[src/rtl/booth_seq_mul.sv]
// Sequential radix-2 Booth multiplier: one add/sub + arithmetic shift per clock,
// WIDTH steps per signed product, with valid/ready handshakes on both sides.
module booth_seq_mul #(
  parameter int WIDTH = 8
) (
  input  logic                 clk,
  input  logic                 rst_n,
  input  logic                 in_valid,
  output logic                 in_ready,
  input  logic [WIDTH-1:0]     a,
  input  logic [WIDTH-1:0]     b,
  output logic                 out_valid,
  input  logic                 out_ready,
  output logic [2*WIDTH-1:0]   out,
  output logic                 busy
);

  localparam int CW = $clog2(WIDTH + 1);

  typedef enum logic [1:0] {IDLE, RUN, DONE} state_t;

  state_t          state;
  logic [WIDTH:0]  m;
  logic [WIDTH:0]  acc;
  logic [WIDTH-1:0] q;
  logic            q_1;
  logic [CW-1:0]   cnt;

  logic [WIDTH:0]   sum;
  logic [WIDTH:0]   acc_next;
  logic [WIDTH-1:0] q_next;
  logic             last;

  // One Booth step: conditional add/sub of M, then arithmetic shift of {A,Q,q_1}.
  always_comb begin
    // NOTE: default first so every path assigns sum; otherwise a latch is inferred.
    sum = acc;
    unique case ({q[0], q_1})
      2'b01:   sum = acc + m;
      2'b10:   sum = acc - m;
      default: sum = acc;
    endcase
    acc_next = {sum[WIDTH], sum[WIDTH:1]};
    q_next   = {sum[0], q[WIDTH-1:1]};
  end

  assign last     = (cnt == CW'(WIDTH - 1));
  assign in_ready = (state == IDLE);
  assign busy     = (state != IDLE);

  always_ff @(posedge clk or negedge rst_n) begin
    if (!rst_n) begin
      // NOTE: sequential state uses <= so all registers update from pre-edge values.
      state     <= IDLE;
      m         <= '0;
      acc       <= '0;
      q         <= '0;
      q_1       <= 1'b0;
      cnt       <= '0;
      out       <= '0;
      out_valid <= 1'b0;
    end else begin
      unique case (state)
        IDLE: begin
          if (in_valid) begin
            m     <= {a[WIDTH-1], a};
            acc   <= '0;
            q     <= b;
            q_1   <= 1'b0;
            cnt   <= '0;
            state <= RUN;
          end
        end
        RUN: begin
          acc <= acc_next;
          q   <= q_next;
          q_1 <= q[0];
          cnt <= cnt + CW'(1);
          if (last) begin
            // The extra accumulator bit only absorbs the -2^(WIDTH-1) overflow.
            out       <= {acc_next[WIDTH-1:0], q_next};
            out_valid <= 1'b1;
            state     <= DONE;
          end
        end
        DONE: begin
          if (out_ready) begin
            out_valid <= 1'b0;
            state     <= IDLE;
          end
        end
        default: state <= IDLE;
      endcase
    end
  end

endmodule
[config.mk]
export PLATFORM = sky130hd
export DESIGN_NAME = booth_seq_mul
export DESIGN_NICKNAME = d
export VERILOG_FILES = /design/src/rtl/booth_seq_mul.sv
export SDC_FILE = /design/constraint.sdc
export NUM_CORES = 1
export LEC_CHECK = 0
export ABC_AREA = 0
export CAP_MARGIN = 20
export CORE_MARGIN = 3
export CORE_UTILIZATION = 55
export DETAILED_ROUTE_END_ITERATION = 12
export PLACE_DENSITY_LB_ADDON = 0.3
export SYNTH_ARGS = -nofsm -noshare
export SYNTH_HDL_FRONTEND = slang
export SYNTH_SLANG_ARGS = --single-unit
[constraint.sdc]
create_clock -name clk -period 6.7 [get_ports clk]
set_input_delay 1.34 -clock clk [delete_from_list [all_inputs] [get_ports clk]]
set_output_delay 1.34 -clock clk [all_outputs]
set_load 0.05 [all_outputs]
==> impl_metrics.toml <==
[yosys]
ys_ff_latch = 48
async_flop_share = 1.000
synth_warnings = 0
syn-cell-area_um2 = 2482
ys_types = 37
synth_flop_cell = "dfrtp_1"
syn_nets = 299
synth_mux_area_frac = 0.06200
seq_area_frac_synth = 0.4839
synth_simple_gate_area_frac = 0.1915
avgSynthCellArea_um2 = 9.297
synth-compound-area-share = 0.1255
synthXorXnorAreaFrac = 0.04234
synthAdderAreaFrac = 0.06351
synth_edf_count = 0
syn_inst = 267
synth_top_family_by_area = "simple AND/OR/NAND/NOR gates"

[global_routing]
grt_pass1_vias = 1916
gr-total-overflow = 0
grt_pass1_wl_um = 8680
grt_max_degree = 49
antenna_found_initial = 0
grt_usage = 0.2091

[place]
gp_congestion = 0.9772
io_buffer_count = 38
hpwl_um = 3491
dpl_cell_area_um2 = 2873

[floorplanning]
die_y_um = 73.18
die_width_um = 73.18
io_pins = 39
core_area_um2 = 4173
rows = 23
dieArea_um2 = 5355
initial_core_util = 0.5949

[cts]
cts_buffers = 5
h-tree-depth = 2
cts_tree = "built"
cts.hold.buffers_added = 0
clock-sinks = 48
cts-root-buf = "clkbuf_8"
clk_latency_ns = 0.30
clockBufferDepth = 2
cts_resized = 0
clk_pin_slew_ns = 0.09
post-cts-setup-buffers = 0

[job]
max_cap_viol_count = 0

[final_layout]
layout-drive-gt1-share = 0.07947
n_antenna_cell = 0
fin_area_um2 = 3022
final_cell_mix = "dfrtp_1, nand2_1, clkdlybuf4s50_1"
fin_nets = 334
layout_commonest_cell = "dfrtp_1"
syn2layout_area_growth_pct = 21.72
fillers = 328

[drt]
postRouteAntennaNets = 0
drc = 0
wl_um = 5026
num_vias = 2007
detail_route.first_pass.iterations = 4
wl_per_cell_um = 14.28
viasPerCell = 5.702
drt_iter0_markers = 105

[status]
outcome = "finished, final reports clean"

[worst_setup_path]
cp-end-kind = "primary output"
r2r_start = "q_1$_DFFE_PN0P_"
cp.required_ns = 5.36
reg2reg_to = "out[15]$_DFFE_PN0P_"
critPathKind = "reg -> out"
reg2reg_depth = 10
start_kind = "flop"
arrival_ns = 1.82
rrSetupSlack_ns = 3.77
worstPathMaxFanout = 6

[sta]
hold_viol_final = 0
tightest_slew_ns = 1.035
rsz0062_at_grt = "false"
setup_viol = 0
fin_crit_sh = 0.4714
relSlewSlack = 0.3100
fin_worst_skew_ns = 0.007873
slew_viol_final = 0
finalCriticalPeriod_ns = 3.159
max_freq_mhz = 316.6
setup_tns_ns = 0

[worst_hold_path]
hold_path_end = "out[3]$_DFFE_PN0P_"
hold_class = "reg -> reg"
hp-start = "out[3]$_DFFE_PN0P_"
holdPathStages = 2
[worst max-delay path: stages (launching register included)]
cell	delay (ns)
dfrtp_1	0.44
nor2_1	0.23
clkdlybuf4s50_1	0.85
[cells by family after synthesis]
logic type	after synthesis
and+or+nand+nor	108
AOI/OAI and AO/OA	54
adders and majority gates	12
buffers and inverters	19
muxes	14
DFF	48
xor gates and xnor gates	12
[cell type report]
type | count | area (um2) | share of cell area
clock buffers | 5 | 68.82 | 0.02277
clock inverters | 2 | 60.06 | 0.01988
inverters | 8 | 30.03 | 0.009938
multi-input cells | 200 | 1204 | 0.3983
flip-flops and latches | 48 | 1201 | 0.3975
well taps | 50 | 62.56 | 0.02070
repair buffers | 39 | 395.4 | 0.1308
[worst max-delay path by stage]
| stage | from | end | depth (start not counted) |
|---|---|---|---|
| final | state[1]$_DFFE_PN0P_ | in_ready | 2 |
| after global routing | in_valid | cnt[2]$_DFFE_PN0P_ | 6 |
| after CTS | state[1]$_DFFE_PN0P_ | in_ready | 2 |
| after detailed placement | in_valid | cnt[2]$_DFFE_PN0P_ | 6 |
| after global placement | in_valid | cnt[2]$_DFFE_PN0P_ | 6 |
| after floorplan | state[1]$_DFFE_PN0P_ | busy | 2 |
[flip-flops by register name (all words and copies together) (netlist names)]
register,count
acc,8
cnt,4
m,8
out,16
out_valid,1
q,8
q_1,1
state,2
[synthesized netlist by cell type (2+ instances only)]
master / number / area, um2
clkbuf_1: 5 / 18.77
a21o_1: 2 / 15.01
nand2_1: 41 / 153.9
dfrtp_1: 48 / 1201
mux2i_1: 3 / 30.03
a21oi_1: 11 / 55.05
buf_2: 5 / 25.02
a31oi_1: 4 / 25.02
xnor2_1: 9 / 78.83
nor3_1: 4 / 20.02
nand3_1: 15 / 75.07
mux2_2: 11 / 123.9
xor2_1: 3 / 26.28
nor2_1: 34 / 127.6
o22ai_1: 7 / 43.79
nand2b_1: 5 / 31.28
nor2b_1: 2 / 12.51
o21ai_0: 22 / 110.1
inv_1: 8 / 30.03
ha_1: 11 / 137.6
[per-stage QoR]
| stage | std cells | hold WS (ns) | util | setup slack [ns] |
|---|---|---|---|---|
| 2_1_floorplan | 267 | 0.4608 | - | 3.736 |
| 3_3_place_gp | 344 | 0.4560 | 0.6885 | 3.353 |
| 3_5_place_dp | 344 | 0.4615 | 0.6885 | 3.317 |
| 4_1_cts | 351 | 0.4827 | 0.7193 | 3.534 |
| 5_1_grt | 352 | 0.5063 | 0.7241 | 3.406 |
| 6_report | 352 | 0.4757 | 0.7241 | 3.541 |
[metal layers]
layer  vias up  routed length (um)  GRT usage
met5         -                   0          0
met4         0                  87    0.07172
met3        10                 301    0.04683
met2        55                2348     0.3267
met1       953                2288     0.2873
li1        989                   -          -
Power is not shown: default switching activity piles up to over one toggle a cycle in this logic, so the estimate is an artifact.
